===== src/rtl/spi_bridge.sv =====
// SPI mode-0 slave front end: synchronises sclk/cs_n/mosi into clk, deserialises
// MOSI into bytes (byte_sync/data_in) and serialises the decoder's data_out onto MISO.
//
// state  | meaning
// IDLE   | deselected; bit counter cleared, sclk/mosi ignored, miso low
// ACTIVE | frame in progress; shifting on sclk edges
module spi_bridge #(
  parameter int SYNC_STAGES = 2
) (
  input  logic       clk,
  input  logic       rst_n,
  input  logic       sclk,
  input  logic       cs_n,
  input  logic       mosi,
  output logic       miso,
  output logic       byte_sync,
  output logic [7:0] data_in,
  input  logic [7:0] data_out
);

  typedef enum logic {IDLE, ACTIVE} state_t;

  logic [SYNC_STAGES-1:0] sclk_sync, cs_sync, mosi_sync;
  logic       sclk_s, cs_s, mosi_s;
  logic       sclk_d, cs_d, mosi_d;
  logic       sclk_rise, sclk_fall, cs_fall, cs_rise;
  state_t     state;
  logic [2:0] bit_cnt;
  logic [7:0] rx_shift, tx_shift;
  logic       bs_d1;

  // Synchronisers reset to the pins' idle levels so release never looks like an edge.
  always_ff @(posedge clk or negedge rst_n) begin
    if (!rst_n) begin
      sclk_sync <= '0;
      cs_sync   <= '1;
      mosi_sync <= '0;
    end else begin
      sclk_sync <= {sclk_sync[SYNC_STAGES-2:0], sclk};
      cs_sync   <= {cs_sync[SYNC_STAGES-2:0], cs_n};
      mosi_sync <= {mosi_sync[SYNC_STAGES-2:0], mosi};
    end
  end

  assign sclk_s = sclk_sync[SYNC_STAGES-1];
  assign cs_s   = cs_sync[SYNC_STAGES-1];
  assign mosi_s = mosi_sync[SYNC_STAGES-1];

  // Edge pulses are registered; mosi_d keeps the data bit aligned with sclk_rise.
  always_ff @(posedge clk or negedge rst_n) begin
    if (!rst_n) begin
      sclk_d    <= 1'b0;
      cs_d      <= 1'b1;
      mosi_d    <= 1'b0;
      sclk_rise <= 1'b0;
      sclk_fall <= 1'b0;
      cs_fall   <= 1'b0;
      cs_rise   <= 1'b0;
    end else begin
      sclk_d    <= sclk_s;
      cs_d      <= cs_s;
      mosi_d    <= mosi_s;
      sclk_rise <= sclk_s & ~sclk_d;
      sclk_fall <= ~sclk_s & sclk_d;
      cs_fall   <= ~cs_s & cs_d;
      cs_rise   <= cs_s & ~cs_d;
    end
  end

  always_ff @(posedge clk or negedge rst_n) begin
    if (!rst_n) begin
      state     <= IDLE;
      bit_cnt   <= 3'd0;
      rx_shift  <= 8'h00;
      tx_shift  <= 8'h00;
      data_in   <= 8'h00;
      byte_sync <= 1'b0;
      bs_d1     <= 1'b0;
    end else begin
      byte_sync <= 1'b0;
      bs_d1     <= byte_sync;
      case (state)
        IDLE: begin
          bit_cnt <= 3'd0;
          if (cs_fall) begin
            state    <= ACTIVE;
            tx_shift <= data_out;
          end
        end
        ACTIVE: begin
          if (cs_rise) begin
            // Partial byte is discarded and any pending reload is dropped.
            state   <= IDLE;
            bit_cnt <= 3'd0;
          end else begin
            if (sclk_rise && !cs_s) begin
              rx_shift <= {rx_shift[6:0], mosi_d};
              bit_cnt  <= bit_cnt + 3'd1;
              if (bit_cnt == 3'd7) begin
                data_in   <= {rx_shift[6:0], mosi_d};
                byte_sync <= 1'b1;
              end
            end
            // Reload two cycles after byte_sync so the decoder's registered output has settled.
            if (bs_d1) begin
              tx_shift <= data_out;
            end else if (sclk_fall && !cs_s && bit_cnt != 3'd0) begin
              tx_shift <= {tx_shift[6:0], 1'b0};
            end
          end
        end
        default: state <= IDLE;
      endcase
    end
  end

  assign miso = (state == ACTIVE) && !cs_s && tx_shift[7];

endmodule


===== config.mk =====
export PLATFORM = sky130hd
export DESIGN_NAME = spi_bridge
export DESIGN_NICKNAME = d
export VERILOG_FILES = /design/src/rtl/spi_bridge.sv
export SDC_FILE = /design/constraint.sdc
export NUM_CORES = 1
export LEC_CHECK = 0
export CORE_MARGIN = 2
export CORE_UTILIZATION = 60
export CTS_BUF_LIST = sky130_fd_sc_hd__clkbuf_4 sky130_fd_sc_hd__clkbuf_8
export CTS_CLUSTER_DIAMETER = 120
export CTS_CLUSTER_SIZE = 30
export DETAILED_ROUTE_END_ITERATION = 6
export PLACE_DENSITY = 0.86
export SLEW_MARGIN = 20
export SYNTH_ARGS = -nofsm -noshare
export SYNTH_HDL_FRONTEND = slang
export SYNTH_SLANG_ARGS = --single-unit

===== constraint.sdc =====
create_clock -name clk -period 4 [get_ports clk]
set_input_delay 0.4 -clock clk [delete_from_list [all_inputs] [get_ports clk]]
set_output_delay 0.4 -clock clk [all_outputs]
set_load 0.1 [all_outputs]

Word level (Yosys, flattened, before mapping):

Cells that the tools add are included.

* register bits: 42
* latch bits: 0
* memory bits (writable): 0
* ROM bits: 0
* memories: 0

* $add $sub $neg: 1
* $mul: 0
* divide/modulo/power cells: 0
* $lt $le $gt $ge: 0
* eq/ne operators: 5
* shift-type cells: 0
* mux-type cells: 15
* bitwise logic cells: 10
* reductions and logical operators: 10

Operator list (count)
* 2-to-1 mux 8 bit: 4
* one-hot mux 8 bit (2 select lines): 1
* 2-to-1 mux 1 bit: 6
* 2-to-1 mux 3 bit: 2
* NOT 1 bit: 6
* one-hot mux 3 bit (2 select lines): 1
* AND reduction 3 bit: 2
* logical AND 1 bit: 5
* bitwise AND 1 bit: 4
* inequality test 2 bit, second input constant: 2
* AND reduction 4 bit: 1
* adder 3 x 1 -> 3 bit, second input constant: 1
* == test 3 bit, second input constant: 1
* inequality test 3 x 1 -> 1 bit, second input constant: 1
* inequality test 3 x 2 -> 1 bit, second input constant: 1
* nonzero test 3 bit: 1
* one-hot mux 1 bit (2 select lines): 1
* zero test 1 bit: 1

Longest topological paths before layout:

* depth after elaboration: 7
* depth in mapped cells: 7
* mapped depth without buffers: 6

Least setup slack after synthesis:

OpenSTA, ideal clock, no wires.

* path kind: register -> output
* from: reg state
* to: out miso
* arrival time: 1685 ps
* required time: 3600 ps
* setup slack: 1915 ps
* cell stages (with the launch flop): 3
* cells stage by stage: dfrtp_1 nand2_1 nor2_1

* longest elaborated chain between the ends: 2

Ends and longest elaborated chain
* from (decl): line 27 `state_t state;`
* from (signal assigned): line 72 `state <= IDLE;`
* from (signal assigned): line 86 `state <= ACTIVE;`
* from (signal assigned): line 93 `state <= IDLE;`
* logical AND 1 bit (2 in series): line 117 `assign miso = (state == ACTIVE) && !cs_s && tx_shift[7];`
* to (decl): line 15 `output logic miso,`

Every way passes these cells.

Worst setup path after layout:

Same ends and word-level chain as after synthesis.

==> insert_results.sql <==
INSERT INTO impl_metrics (metric_group, metric, value, unit) VALUES
('global_routing', 'grt_start_max_net_pins', '43', ''),
('final_layout', 'multi_input_area', '579', 'um^2'),
('detailed_routing', 'detail_route.wl_per_cell', '14.9', 'um'),
('final_layout', 'ff_latch_area', '1050', 'um^2'),
('yosys', 'postSynthNetCount', '122', ''),
('floorplanning', 'boundaryPins', '23', ''),
('timing', 'final_hold_violation_count', '0', ''),
('floorplanning', 'rows', '19', ''),
('detailed_routing', 'post-route-drc-count', '0', ''),
('detailed_routing', 'detail_route.iter0.violations', '12', ''),
('clock_network', 'holdBufCountCts', '0', ''),
('final_layout', 'post_route_cells_drive_above_1_share', '0.308', ''),
('timing', 'timing.slew.headroom', '0.344', ''),
('detailed_routing', 'avgViaCountPerCell', '5.29', ''),
('yosys', 'syn_inst', '106', ''),
('global_routing', 'grt_pass1_wl', '4.37', 'mm'),
('critical_path', 'cp_max_fo', '4', ''),
('final_layout', 'final_cell_area', '2000', 'um^2'),
('floorplanning', 'initial_core_util', '0.622', ''),
('clock_network', 'tritoncts.num_buffers', '5', ''),
('final_layout', 'antenna_cells', '0', ''),
('floorplanning', 'die-width', '57.0', 'um'),
('floorplanning', 'die_y', '57.0', 'um'),
('place', 'placer_congestion', '0.739', ''),
('pwr', 'worst_ir_drop_on_vdd', '0.000431', 'V'),
('global_routing', 'antenna_violations_before_repair', '0', ''),
('global_routing', 'grtUsageTotal', '0.186', ''),
('critical_path', 'crit_path_top_delay_cell', 'sky130_fd_sc_hd__clkdlybuf4s50_1', ''),
('yosys', 'synth.ff_latch_count', '42', ''),
('critical_path', 'cpPeakStageDelay', '1130', 'ps'),
('detailed_routing', 'drt.antenna.violating_nets', '0', ''),
('clock_network', 'cts.repair_timing.setup_buffer_count', '0', ''),
('timing', 'totalNegativeSetupSlack', '0', 'ps'),
('clock_network', 'clk_latency', '340', 'ps'),
('global_routing', 'via_count_of_the_first_global_routing_pass', '959', ''),
('yosys', 'ys.warnings.count', '0', ''),
('timing', 'min_period_over_period', '0.609', ''),
('critical_path', 'worst_ep_arrival_time', '2040', 'ps'),
('clock_network', 'clock-root-buffer', 'sky130_fd_sc_hd__clkbuf_4', ''),
('clock_network', 'cts_tree', 'built', ''),
('min_path', 'min-delay-path-class', 'input port to asynchronous set/reset pin', ''),
('critical_path', 'worstSetupStartpointType', 'flop', ''),
('clock_network', 'cts_sinks', '42', ''),
('timing', 'final.min_clock_period', '2440', 'ps'),
('clock_network', 'clock_path_buffers', '2', ''),
('timing', 'rsz0062_at_grt', 'no', ''),
('final_layout', 'number_of_fill_cells', '177', ''),
('run', 'cap_viol_max_count', '0', ''),
('timing', 'timing.final.max_slew_violations', '0', ''),
('critical_path', 'worstSetupEndpointType', 'output port', ''),
('timing', 'setup_viol', '0', ''),
('yosys', 'post_synth_num_cell_types', '22', ''),
('place', 'dpl_wire_length', '1.68', 'mm'),
('critical_path', 'path_class', 'flop to output port', ''),
('critical_path', 'worstPathCellList', 'nand2_1 > nor2_1 > clkdlybuf4s50_1', ''),
('place', 'placement.cell_area', '1910', 'um^2'),
('yosys', 'synth_sequential_area_ratio', '0.625', ''),
('final_layout', 'layoutNonFillerInstCount', '164', ''),
('global_routing', 'grt_overflow_total', '0', ''),
('floorplanning', 'placeableCoreArea', '2710', 'um^2'),
('place', 'placed_cells_incl_taps', '156', ''),
('timing', 'slew_at_the_pin_with_the_worst_max_slew_slack', '981', 'ps'),
('floorplanning', 'floorplan.die_area', '3250', 'um^2'),
('pwr', 'powerDensity', '494', 'nW/um^2'),
('clock_network', 'htreeDepth', '2', ''),
('yosys', 'mappedNetlistArea', '1690', 'um^2'),
('timing', 'timing.clock.skew', '14.0', 'ps'),
('place', 'numPortBuffers', '22', ''),
('final_layout', 'final_core_utilization', '0.736', ''),
('yosys', 'synthesis.area_per_instance', '15.9', 'um^2'),
('timing', 'fmaxAchievable', '411', 'MHz'),
('outcome', 'outcome', 'finished, final reports clean', ''),
('clock_network', 'clk_pin_slew_worst_paths', '120', 'ps'),
('final_layout', 'areaGrowthSynthToFinish', '18.3', '%'),
('detailed_routing', 'via_count', '867', ''),
('detailed_routing', 'drt-pass1-iter-count', '4', ''),
('clock_network', 'post_cts_resize_count', '0', ''),
('pwr', 'total_leakage_power', '0.994', 'nW'),
('critical_path', 'endpoint_required_time_on_the_critical_path', '3600', 'ps'),
('final_layout', 'final_net_count', '148', ''),
('detailed_routing', 'routed_wl', '2.44', 'mm');
where the power goes:
group / internal, mW / total (mW) / switching (mW)
Combinational: 0.106 / 0.177 / 0.0706
Clock: 0.156 / 0.283 / 0.127
Sequential: 0.490 / 0.526 / 0.0368
Total: 0.752 / 0.986 / 0.234
through the flow:
| stage | hold WS, ps | total power [mW] | setup slack (ps) |
|---|---|---|---|
| 3_3_place_gp | 333 | 0.705 | 1960 |
| 4_1_cts | 179 | 0.999 | 1540 |
| 3_5_place_dp | 336 | 0.714 | 1940 |
| 5_1_grt | 205 | 1.04 | 1440 |
| 2_1_floorplan | 104 | 0.673 | 1920 |
| 6_report | 158 | 0.986 | 1560 |
flip-flops by register name, summed over array words and instances (netlist names), 2 cells and up:
register,flops
tx_shift,8
cs_sync,2
data_in,8
rx_shift,7
bit_cnt,3
sclk_sync,2
mosi_sync,2
Yosys cell counts:
library cell               count  area, um^2
sky130_fd_sc_hd__dfrtp_1      39         976
sky130_fd_sc_hd__mux2_4       15         225
sky130_fd_sc_hd__mux2_2       11         124
sky130_fd_sc_hd__inv_1         5        18.8
sky130_fd_sc_hd__nor2b_1       5        31.3
sky130_fd_sc_hd__nor2_1        4        15.0
sky130_fd_sc_hd__buf_6         3        33.8
sky130_fd_sc_hd__dfstp_2       3        78.8
sky130_fd_sc_hd__ha_1          3        37.5
sky130_fd_sc_hd__mux2_1        2        22.5
sky130_fd_sc_hd__mux2i_1       2        20.0
sky130_fd_sc_hd__nand2_1       2        7.51
sky130_fd_sc_hd__nand2b_1      2        12.5
sky130_fd_sc_hd__o21ai_0       2        10.0
sky130_fd_sc_hd__nand2_4       1        11.3
sky130_fd_sc_hd__nand2b_2      1        8.76
sky130_fd_sc_hd__nand3_1       1        5.00
sky130_fd_sc_hd__nor2_8        1        20.0
sky130_fd_sc_hd__nor3b_1       1        7.51
sky130_fd_sc_hd__o21a_1        1        7.51
sky130_fd_sc_hd__o21ai_1       1        5.00
sky130_fd_sc_hd__xnor2_1       1        8.76
routing by layer:
metal / vias to the layer above / GRT usage / wire length [um] / part of all wire
met3: 5 / 0.0862 / 156 / 0.064
met2: 21 / 0.286 / 1170 / 0.48
met4: 0 / 0.0698 / 38 / 0.016
met1: 436 / 0.233 / 1080 / 0.44
met5: - / 0 / 0 / 0
li1: 405 / - / - / -
critical path: cells and delay by family, from the launching register on:
family	cells	cell delay, ps
buffers and inverters	1	1130
DFF	1	420
and+or+nand+nor	2	140
kinds of logic (layout without fill, tap and decap cells):
family / count (synthesis) / in the layout / share of synthesized area
multiplexers: 30 / 30 / 0.232
AO/OA/AOI/OAI: 4 / 4 / 0.0134
adder cells (fa/ha/maj): 3 / 3 / 0.0223
buffers and inverters: 8 / 35 / 0.0312
flip-flops: 42 / 42 / 0.625
AND/OR/NAND/NOR: 18 / 18 / 0.0705
XOR/XNOR: 1 / 1 / 0.00519
layout make-up:
type,count,share of cell area
Sequential cell,42,0.529
Multi-Input combinational cell,56,0.290
Timing Repair Buffer,22,0.108
Clock buffer,7,0.0295
Tap cell,31,0.0194
Clock inverter,1,0.0150
Inverter,5,0.00940
final timing paths:
path | end | cells past startpoint | slack, ps | from
max | miso | 3 | 1560 | state$_DFF_PN0_
min | tx_shift[3]$_DFFE_PN0P_ | 1 | 160 | rst_n
max reg2reg | tx_shift[7]$_DFFE_PN0P_ | 6 | 2170 | bit_cnt[0]$_DFFE_PN0P_
min reg2reg | mosi_d$_DFF_PN0_ | 0 | 360 | mosi_sync[1]$_DFF_PN0_
max in group asynchronous | data_in[3]$_DFFE_PN0P_ | 1 | 3280 | rst_n
min in group clk | mosi_d$_DFF_PN0_ | 0 | 360 | mosi_sync[1]$_DFF_PN0_
layout by cell type (no fill, tap or decap), types with 3 or more instances in the layout:
cell type / netlist / layout
sky130_fd_sc_hd__nor2_1: 4 / 4
sky130_fd_sc_hd__inv_1: 5 / 5
sky130_fd_sc_hd__nor2b_1: 5 / 5
sky130_fd_sc_hd__ha_1: 3 / 3
sky130_fd_sc_hd__mux2_2: 11 / 11
sky130_fd_sc_hd__clkdlybuf4s50_1: 0 / 21
sky130_fd_sc_hd__clkbuf_4: 0 / 6
sky130_fd_sc_hd__dfrtp_1: 39 / 39
sky130_fd_sc_hd__dfstp_2: 3 / 3
sky130_fd_sc_hd__mux2_4: 15 / 15
No activity file was read; power rests on OpenSTA's default activity.
